==> src/rtl/song_if.sv <==
// Bundle between the song sequencer, the song ROM, the user controls and the
// frequency lookup.
interface song_if #(
    parameter int ADDR_W = 6
);
    // start/stop are single-cycle pulses and pause is a level. All three are
    // sampled on the rising clock edge. The ROM answers rom_addr with rom_data
    // one cycle later.
    logic              start;
    logic              stop;
    logic              pause;
    logic [4:0]        key_note;
    logic [ADDR_W-1:0] rom_addr;
    logic [7:0]        rom_data;
    logic [4:0]        music;
    logic              playing;
    logic              done;
    logic [2:0]        dbg_state;

    modport master (
        output start, stop, pause, key_note, rom_data,
        input  rom_addr, music, playing, done, dbg_state
    );

    modport slave (
        input  start, stop, pause, key_note, rom_data,
        output rom_addr, music, playing, done, dbg_state
    );
endinterface

==> src/rtl/song_sequencer.sv <==
// Autoplay sequencer: walks a song ROM of {dur, note} entries and holds each
// note for dur beats, ending with a short silence. Live keys override the output.
module song_sequencer #(
    parameter int BEAT_CYCLES = 25_000_000,
    parameter int GAP_CYCLES  = 2_500_000,
    parameter int ADDR_W      = 6
) (
    input  logic  clk,
    input  logic  rst_n,
    song_if.slave bus
);
    localparam int CNT_W = $clog2(7 * BEAT_CYCLES + 1);

    localparam logic [2:0] S_IDLE  = 3'd0;
    localparam logic [2:0] S_FETCH = 3'd1;
    localparam logic [2:0] S_LOAD  = 3'd2;
    localparam logic [2:0] S_PLAY  = 3'd3;
    localparam logic [2:0] S_GAP   = 3'd4;

    localparam logic [4:0]        MAX_NOTE  = 5'd21;
    localparam logic [ADDR_W-1:0] LAST_ADDR = '1;

    logic [2:0]        state_q, state_d;
    logic [CNT_W-1:0]  cnt_q, cnt_d;
    logic [ADDR_W-1:0] addr_q, addr_d;
    logic [4:0]        cur_note_q, cur_note_d;
    logic [4:0]        music_q, music_d;
    logic              done_q, done_d;
    logic [2:0]        rom_dur;
    logic [4:0]        rom_note;
    logic [4:0]        seq_note;
    logic              key_ok;

    assign rom_dur  = bus.rom_data[7:5];
    assign rom_note = bus.rom_data[4:0];

    always_comb begin
        state_d    = state_q;
        cnt_d      = cnt_q;
        addr_d     = addr_q;
        cur_note_d = cur_note_q;
        done_d     = 1'b0;
        if (bus.stop) begin
            state_d = S_IDLE;
            addr_d  = '0;
        end else if (!bus.pause) begin
            case (state_q)
                S_IDLE: begin
                    addr_d = '0;
                    if (bus.start) state_d = S_FETCH;
                end
                S_FETCH: state_d = S_LOAD;
                S_LOAD: begin
                    if (rom_dur == 3'd0) begin
                        done_d  = 1'b1;
                        state_d = S_IDLE;
                        addr_d  = '0;
                    end else begin
                        // Out-of-range note codes are stored as silence.
                        cur_note_d = (rom_note != 5'd0 && rom_note <= MAX_NOTE) ? rom_note : 5'd0;
                        cnt_d      = CNT_W'(int'(rom_dur) * BEAT_CYCLES - GAP_CYCLES - 1);
                        state_d    = S_PLAY;
                    end
                end
                S_PLAY: begin
                    if (cnt_q == '0) begin
                        cnt_d   = CNT_W'(GAP_CYCLES - 1);
                        state_d = S_GAP;
                    end else begin
                        cnt_d = cnt_q - CNT_W'(1);
                    end
                end
                S_GAP: begin
                    if (cnt_q != '0) begin
                        cnt_d = cnt_q - CNT_W'(1);
                    end else if (addr_q == LAST_ADDR) begin
                        done_d  = 1'b1;
                        state_d = S_IDLE;
                        addr_d  = '0;
                    end else begin
                        addr_d  = addr_q + ADDR_W'(1);
                        state_d = S_FETCH;
                    end
                end
                default: state_d = S_IDLE;
            endcase
        end
    end

    // The sequencer keeps running underneath a held key.
    assign seq_note = (state_q == S_PLAY && !bus.pause) ? cur_note_q : 5'd0;
    assign key_ok   = (bus.key_note != 5'd0) && (bus.key_note <= MAX_NOTE);
    assign music_d  = key_ok ? bus.key_note : seq_note;

    always_ff @(posedge clk or negedge rst_n) begin
        if (!rst_n) begin
            state_q    <= S_IDLE;
            cnt_q      <= '0;
            addr_q     <= '0;
            cur_note_q <= '0;
            music_q    <= '0;
            done_q     <= 1'b0;
        end else begin
            state_q    <= state_d;
            cnt_q      <= cnt_d;
            addr_q     <= addr_d;
            cur_note_q <= cur_note_d;
            music_q    <= music_d;
            done_q     <= done_d;
        end
    end

    assign bus.rom_addr  = addr_q;
    assign bus.music     = music_q;
    assign bus.playing   = (state_q != S_IDLE);
    assign bus.done      = done_q;
    assign bus.dbg_state = state_q;
endmodule

==> src/flat_wrapper.sv <==
// flat-port wrapper written by rule: the top's interface ports become plain ports
module song_sequencer_flat 
#(
    parameter int BEAT_CYCLES = 25_000_000,
    parameter int GAP_CYCLES  = 2_500_000,
    parameter int ADDR_W      = 6
)
  (clk, rst_n, bus_start, bus_stop, bus_pause, bus_key_note, bus_rom_data, bus_rom_addr, bus_music, bus_playing, bus_done, bus_dbg_state);
  song_if #(.ADDR_W(ADDR_W)) bus_i ();
  input  logic clk;
  input  logic rst_n;
  input wire logic [$bits(bus_i.start)-1:0] bus_start;
  input wire logic [$bits(bus_i.stop)-1:0] bus_stop;
  input wire logic [$bits(bus_i.pause)-1:0] bus_pause;
  input wire logic [$bits(bus_i.key_note)-1:0] bus_key_note;
  input wire logic [$bits(bus_i.rom_data)-1:0] bus_rom_data;
  output wire logic [$bits(bus_i.rom_addr)-1:0] bus_rom_addr;
  output wire logic [$bits(bus_i.music)-1:0] bus_music;
  output wire logic [$bits(bus_i.playing)-1:0] bus_playing;
  output wire logic [$bits(bus_i.done)-1:0] bus_done;
  output wire logic [$bits(bus_i.dbg_state)-1:0] bus_dbg_state;
  assign bus_i.start = bus_start;
  assign bus_i.stop = bus_stop;
  assign bus_i.pause = bus_pause;
  assign bus_i.key_note = bus_key_note;
  assign bus_i.rom_data = bus_rom_data;
  assign bus_rom_addr = bus_i.rom_addr;
  assign bus_music = bus_i.music;
  assign bus_playing = bus_i.playing;
  assign bus_done = bus_i.done;
  assign bus_dbg_state = bus_i.dbg_state;
  song_sequencer #(.BEAT_CYCLES(BEAT_CYCLES), .GAP_CYCLES(GAP_CYCLES), .ADDR_W(ADDR_W)) u_core (.clk(clk), .rst_n(rst_n), .bus(bus_i));
endmodule
==> config.mk <==
export PLATFORM = sky130hd
export DESIGN_NAME = song_sequencer_flat
export DESIGN_NICKNAME = d
export VERILOG_FILES = /design/src/rtl/song_if.sv /design/src/rtl/song_sequencer.sv /design/src/flat_wrapper.sv
export SDC_FILE = /design/constraint.sdc
export NUM_CORES = 1
export LEC_CHECK = 0
export BUFFER_PORTS_ARGS = -buffer_cell sky130_fd_sc_hd__buf_2
export CAP_MARGIN = 20
export CELL_PAD_IN_SITES_DETAIL_PLACEMENT = 0
export CELL_PAD_IN_SITES_GLOBAL_PLACEMENT = 2
export CORE_UTILIZATION = 29
export CTS_CLUSTER_DIAMETER = 80
export DETAILED_ROUTE_END_ITERATION = 8
export GPL_TIMING_DRIVEN = 1
export PLACE_DENSITY_LB_ADDON = 0.1
export SLEW_MARGIN = 0
export SYNTH_ARGS = -nofsm -noshare
export SYNTH_HDL_FRONTEND = slang
export SYNTH_SLANG_ARGS = --single-unit
==> constraint.sdc <==
create_clock -name clk -period 3.1 [get_ports clk]
set_clock_uncertainty 0.05 [all_clocks]
set_input_delay 0.465 -clock clk [delete_from_list [all_inputs] [get_ports clk]]
set_output_delay 0.465 -clock clk [all_outputs]
set_load 0.03 [all_outputs]
==> impl_metrics.csv, run 1 <==
group,metric,value,unit
outcome,status,"finished clean",
sta,final_hold_viol_count,0,
sta,fmax,329.0,MHz
synth,synthCells,476,
worst_setup_path,crit_top_cell,"fa_2",
detailed_routing,via_per_inst,5.488,
floorplanning,io_pins,34,
worst_setup_path,slowest_delay,0.54,ns
place,postPlaceCellArea,4788,µm²
clock_tree,clockBufferDepth,2,
final_layout,mostFrequentLayoutCell,"buf_4",
worst_setup_path,critPathBufInv,1,
synth,synth_edf_count,0,
place,place_congestion,0.8096,
worst_hold_path,hold_class,"input port to asynchronous set/reset pin",
synth,syn_nets,511,
worst_setup_path,rr_worst_depth,9,
synth,synth_flop_cell,"dfrtp_1",
pwr,p_int,1.713,mW
pwr,combPwrFrac,44.4,%
pwr,ir_drop,0.2228,mV
synth,yosysUniqueCellTypes,68,
run,max_cap_viol_count,0,
clock_tree,clk_latency,0.29,ns
clock_tree,path_clk_slew,0.07,ns
detailed_routing,routedWlPerCell,15.90,µm
pwr,sw_frac_of_total,37.89,%
final_layout,most-common-layout-cells,"76 x buf_4, 48 x dfrtp_1, 42 x a21oi_1",
worst_setup_path,critPathKind,"input port to register",
worst_setup_path,cp_cell_sequence,"buf_8 -> fa_2 -> ha_4 -> fa_2 -> xnor2_2 -> or3_4 -> o2111ai_4 -> a31oi_4 -> or4_1 -> o211ai_1",
worst_setup_path,arrival,3.19,ns
detailed_routing,drc_errors,0,
worst_setup_path,cpLargestDelayFamily,"adder cells",
synth,ys.warnings.count,0,
sta,timing.final.crit_share,98.05,%
detailed_routing,vias,4039,
sta,max-slew-margin-rel,52.91,%
detailed_routing,routed_wl,11.71,mm
sta,slew_viol_final,0,
sta,rsz0062_at_grt,"yes",
sta,holdWs,0.05078,ns
synth,ys_ff_latch,48,
final_layout,area_growth,31.73,%
sta,fin_crit,3.040,ns
worst_setup_path,endpoint_kind,"register",
grt,grt_max_degree,32,
synth,synth_top_area_share,31.15,%
clock_tree,cts-hold-fix-buffers,0,
synth,synth.avg_cell_area,8.101,µm²
place,dp_slack,-0.2982,ns
final_layout,fin_nets,600,
synth,synth-async-reset-ratio,100.0,%
pwr,p_clk_share,21.7,%
pwr,total_power,2.758,mW
worst_setup_path,crit_cells,10,
floorplanning,start_util,30.19,%
synth,synth-seq-area-share,31.15,%
worst_setup_path,required,3.25,ns
sta,worst_slack,0.06044,ns
floorplanning,die_h,117.3,µm
clock_tree,htreeDepth,2,
pwr,p_seq_share,33.9,%
clock_tree,cts_inserted_buffers,5,
sta,tightest_slew,0.7017,ns
worst_setup_path,cp-start-kind,"input port",
place,portBuffers,33,
grt,track_usage,17.40,%
grt,antenna_found_initial,0,
detailed_routing,drt_iter0_drc,220,
sta,finalSetupViolCount,0,
floorplanning,die-area,13760,µm²
final_layout,final_layout_size_suffix_gt1_share,27.84,%
synth,syn_area,3856,µm²
floorplanning,fp-row-count,41,
final_layout,diodes,0,
floorplanning,core,12770,µm²
floorplanning,die_w,117.3,µm
detailed_routing,antenna_left,0,
pwr,power_density,543.0,nW/µm²
clock_tree,cts_setup_buffers,0,
grt,grt_overflow,0,
grt,grt_pass1_wl,19.51,mm
final_layout,design_area,5080,µm²
detailed_routing,first_pass_iters,5,
final_layout,post-route-util,39.77,%
synth,synth_top_area_cell,"dfrtp_1",
pwr,p_sw,1.045,mW
worst_setup_path,path_max_fanout,5,
worst_setup_path,crit_path_top_delay_cell,"fa_2",
clock_tree,cts_root_buf,"clkbuf_16",
clock_tree,cts_tree,"done",
pwr,p_leak,2.178,nW
synth,synth.area.top_cells,"dfrtp_1 31%, a21oi_1 5.6%, o21ai_0 5.6%, ha_1 4.5%, nor2_1 3.7%",
clock_tree,clkSinkCount,48,
grt,first_global_vias,3865,
place,hpwlAfterDp,8.978,mm
-- logic make-up (layout without fill, tap and decap cells) --
kind of cell    after synthesis  after routing  synth area share, %
xor+xnor                     13             13                2.953
mux                           3              3               0.8112
fa+ha+maj                    17             17                6.100
flops                        48             48                31.15
buf+inv                      46            134                4.964
simple gates                171            171                24.08
compound gates              178            178                29.95
-- power groups by stage --
stage	Combinational, mW	Sequential (mW)	Clock [mW]
floorplan	0.769	0.909	0
global placement	1.16	0.938	0
detailed placement	1.17	0.940	0
CTS	1.17	0.930	0.623
global route	1.36	0.958	0.647
finish	1.23	0.934	0.599
-- worst paths after layout --
path                       slack [ns]                  from                      to
max                              0.06       bus_rom_data[5]        u_core.cnt_q[27]
min                              0.05                 rst_n  u_core.bus.rom_addr[5]
max reg2reg                      0.25       u_core.cnt_q[0]        u_core.cnt_q[22]
min reg2reg                      0.43  u_core.cur_note_q[3]    u_core.cur_note_q[3]
max in group asynchronous        2.15                 rst_n        u_core.cnt_q[27]
min in group clk                 0.35       bus_key_note[3]     u_core.bus.music[4]
-- final cells by class --
type | count | area (µm²)
clock buffer | 5 | 125.1
clock inverter | 1 | 30.03
fill | 1272 | 7694
inverter | 18 | 67.56
multi-input combinational | 382 | 2669
sequential | 48 | 1201
tap | 172 | 215.2
timing repair buffer | 110 | 772.0
-- metal layers --
| metal | global-route usage (%) | share of wire [%] |
|---|---|---|
| met2 | 29.66 | 48 |
| met1 | 23.00 | 47 |
| met4 | 4.627 | 1.3 |
| met5 | 0 | 0 |
| met3 | 2.237 | 3.7 |
-- metrics by stage --
| stage | std cells | setup TNS [ns] |
|---|---|---|
| after CTS | 736 | -0.006481 |
| final | 736 | 0 |
| after global placement | 730 | -1.924 |
| after floorplan | 476 | -0.1685 |
| after global routing | 736 | -0.03886 |
| after detailed placement | 730 | -1.972 |
-- Yosys cell counts (all sizes together), types with 2 or more instances --
cell,instances
a211o,3
a211oi,5
a21o,4
a21oi,43
a22o,7
a22oi,2
a2bb2oi,3
a311oi,6
a31o,3
a31oi,12
a32oi,3
a41oi,3
and2,3
and3,6
and3b,2
and4,2
buf,15
clkbuf,13
dfrtp,48
fa,3
ha,14
inv,18
mux2i,2
nand2,27
nand2b,6
nand3,20
nand4,6
nand4b,3
nor2,38
nor2b,5
nor3,18
nor4,6
o2111ai,2
o211ai,5
o21a,5
o21ai,45
o21bai,2
o22ai,8
o2bb2ai,2
o31ai,8
or2,3
or3,14
or4,7
xnor2,9
xor2,4
-- registers in the layout, indices dropped and copies added (netlist names) --
signal and cells:
u_core.cnt_q 28, u_core.bus.rom_addr 6, u_core.bus.music 5, u_core.cur_note_q 5, u_core.bus.dbg_state 3, u_core.bus.done 1
-- timing repair --
item / 4_1_cts / 5_1_grt
gates resized for setup: 0 / 26
pin swaps: 1 / 4
endpoints found under the setup margin: 2 / 7
(Power assumes the default switching activity.)
==> run 2: changes to the inputs <==
CORE_ASPECT_RATIO = 0.5   (was default)
==> run 2 against run 1 <==
  * Final cell count is 0.95% higher
  * Routed wire length is 2.9% higher
  * Final area rose by 1.6%
  * Register-to-register slack worse by 0.04 ns
  * Sequential share of layout area is 0.37 points lower
  * Largest cell class unchanged
  * Count of clock-buffer cells in the layout did not move
==> impl_metrics.csv, run 2 (synthesis results as in run 1) <==
group,metric,value,unit
clock_tree,cts_inserted_buffers,5,
sta,tightest_slew,0.7145,ns
worst_setup_path,cp-start-kind,"input port",
worst_setup_path,critPathKind,"input port to register",
worst_setup_path,crit_path_top_delay_cell,"fa_2",
detailed_routing,drt_iter0_drc,288,
worst_setup_path,required,3.26,ns
floorplanning,die-area,13790,µm²
final_layout,instances_no_fill,743,
sta,rsz0062_at_grt,"yes",
pwr,ir_drop,0.2165,mV
detailed_routing,first_pass_iters,4,
floorplanning,die_w,165.1,µm
worst_setup_path,arrival,3.18,ns
floorplanning,die_h,83.54,µm
floorplanning,fp-row-count,29,
outcome,status,"finished clean",
final_layout,fin_nets,607,
sta,fmax,331.4,MHz
clock_tree,clockBufferDepth,2,
detailed_routing,via_per_inst,5.406,
worst_setup_path,cp_cell_sequence,"buf_8 -> fa_2 -> buf_6 -> ha_4 -> nor2b_4 -> buf_6 -> o211ai_1 -> a311oi_2 -> a311oi_2 -> buf_4 -> a31oi_4 -> or4_1 -> o211ai_1",
worst_hold_path,hold_class,"input port to asynchronous set/reset pin",
pwr,p_leak,2.211,nW
final_layout,most-common-layout-cells,"82 x buf_4, 48 x dfrtp_1, 41 x a21oi_1, 41 x o21ai_0, 38 x nor2_1",
grt,antenna_found_initial,0,
grt,first_global_vias,3745,
final_layout,regMostFlops,"u_core.cnt_q",
sta,slew_viol_final,0,
floorplanning,start_util,30.11,%
run,max_cap_viol_count,0,
worst_setup_path,slowest_delay,0.52,ns
place,portBuffers,33,
final_layout,post-route-util,40.29,%
final_layout,fillCellCount,1317,
clock_tree,clk_latency,0.30,ns
grt,grt_pass1_wl,19.54,mm
floorplanning,io_pins,34,
clock_tree,path_clk_slew,0.07,ns
detailed_routing,vias,4017,
clock_tree,cts_tree,"done",
sta,final_hold_viol_count,0,
grt,grt_max_degree,49,
sta,finalSetupViolCount,0,
detailed_routing,drc_errors,0,
final_layout,mostFrequentLayoutCell,"buf_4",
sta,holdWs,0.2209,ns
floorplanning,core,12810,µm²
detailed_routing,antenna_left,0,
pwr,power_density,554.2,nW/µm²
clock_tree,cts-hold-fix-buffers,0,
final_layout,final_layout_size_suffix_gt1_share,28.97,%
place,place_congestion,0.8730,
final_layout,area_growth,33.84,%
sta,max-slew-margin-rel,52.05,%
place,hpwlAfterDp,8.998,mm
clock_tree,cts_root_buf,"clkbuf_16",
detailed_routing,routed_wl,12.04,mm
place,dp.cells,734,
detailed_routing,routedWlPerCell,16.20,µm
worst_setup_path,endpoint_kind,"register",
grt,grt_overflow,0,
grt,track_usage,18.01,%
clock_tree,clkSinkCount,48,
sta,timing.final.crit_share,97.33,%
sta,fin_crit,3.017,ns
final_layout,diodes,0,
final_layout,regArea,1201,µm²
final_layout,multi_input_area,2689,µm²
worst_setup_path,path_max_fanout,5,
final_layout,largest_reg_flops,28,
clock_tree,htreeDepth,2,
==> run 2: cell types whose count changed in the layout (fill, tap and decap cells not counted), moves of 2 or more <==
cell | before | now
a31oi_1 | 9 | 7
nand2_1 | 26 | 24
buf_4 | 76 | 82
buf_6 | 1 | 3
nor3_2 | 2 | 0
nand2_2 | 1 | 3
nor3_1 | 16 | 18
a31oi_4 | 1 | 4
==> run 2: path summary, 6_finish.rpt <==
check,start,end,slack [ns],depth (start not counted)
max,bus_rom_data[5],u_core.cnt_q[27],0.08,13
min,rst_n,u_core.bus.rom_addr[0],0.22,2
max reg2reg,u_core.cnt_q[0],u_core.cnt_q[27],0.21,10
min reg2reg,u_core.cur_note_q[3],u_core.cur_note_q[3],0.45,2
max in group asynchronous,rst_n,u_core.cnt_q[22],2.35,2
min in group clk,bus_rom_data[0],u_core.cur_note_q[0],0.33,2
==> run 2: cell type report <==
| class | instances | area share (%) |
|---|---|---|
| multi-input cells | 382 | 52.10 |
| flip-flops and latches | 48 | 23.27 |
| repair buffers | 117 | 15.88 |
| well taps | 170 | 4.121 |
| clock buffers | 5 | 2.424 |
| inverters | 18 | 1.309 |
| clock inverters | 3 | 0.8970 |
==> run 2: critical path, delay by kind of cell <==
family,cells,cell delay (ns)
buf+inv,4,0.57
simple gates,2,0.54
compound gates,5,0.95
fa+ha+maj,2,0.66
==> run 2: metrics by stage <==
step | power, mW | instance area [µm²] | worst slack [ns] | TNS [ns]
after floorplan | 1.677 | 3948 | -0.07196 | -0.1685
after global placement | 2.160 | 4825 | -0.3032 | -1.827
after detailed placement | 2.155 | 4825 | -0.3033 | -1.837
after CTS | 2.820 | 4996 | 0.01117 | 0
after global routing | 3.068 | 5161 | -0.05820 | -0.1192
final | 2.860 | 5161 | 0.08284 | 0
==> run 2: where the power goes <==
part | switching, mW | internal, mW | total [mW]
Sequential | 0.164 | 0.771 | 0.935
Clock | 0.260 | 0.384 | 0.644
Combinational | 0.675 | 0.607 | 1.28
==> run 2: metal layers <==
layer | GRT usage [%] | part of all wire (%) | vias to the layer above
li1 | - | - | 2001
met2 | 26.66 | 41 | 94
met3 | 2.683 | 4.5 | 16
met1 | 27.03 | 53 | 1906
met4 | 4.170 | 1.2 | 0
met5 | 0 | 0 | -
==> run 2: repair_timing <==
item,CTS,global route
resized for setup,1,29
buffers inserted,0,1
setup endpoints to repair,1,8
pin swaps,0,12
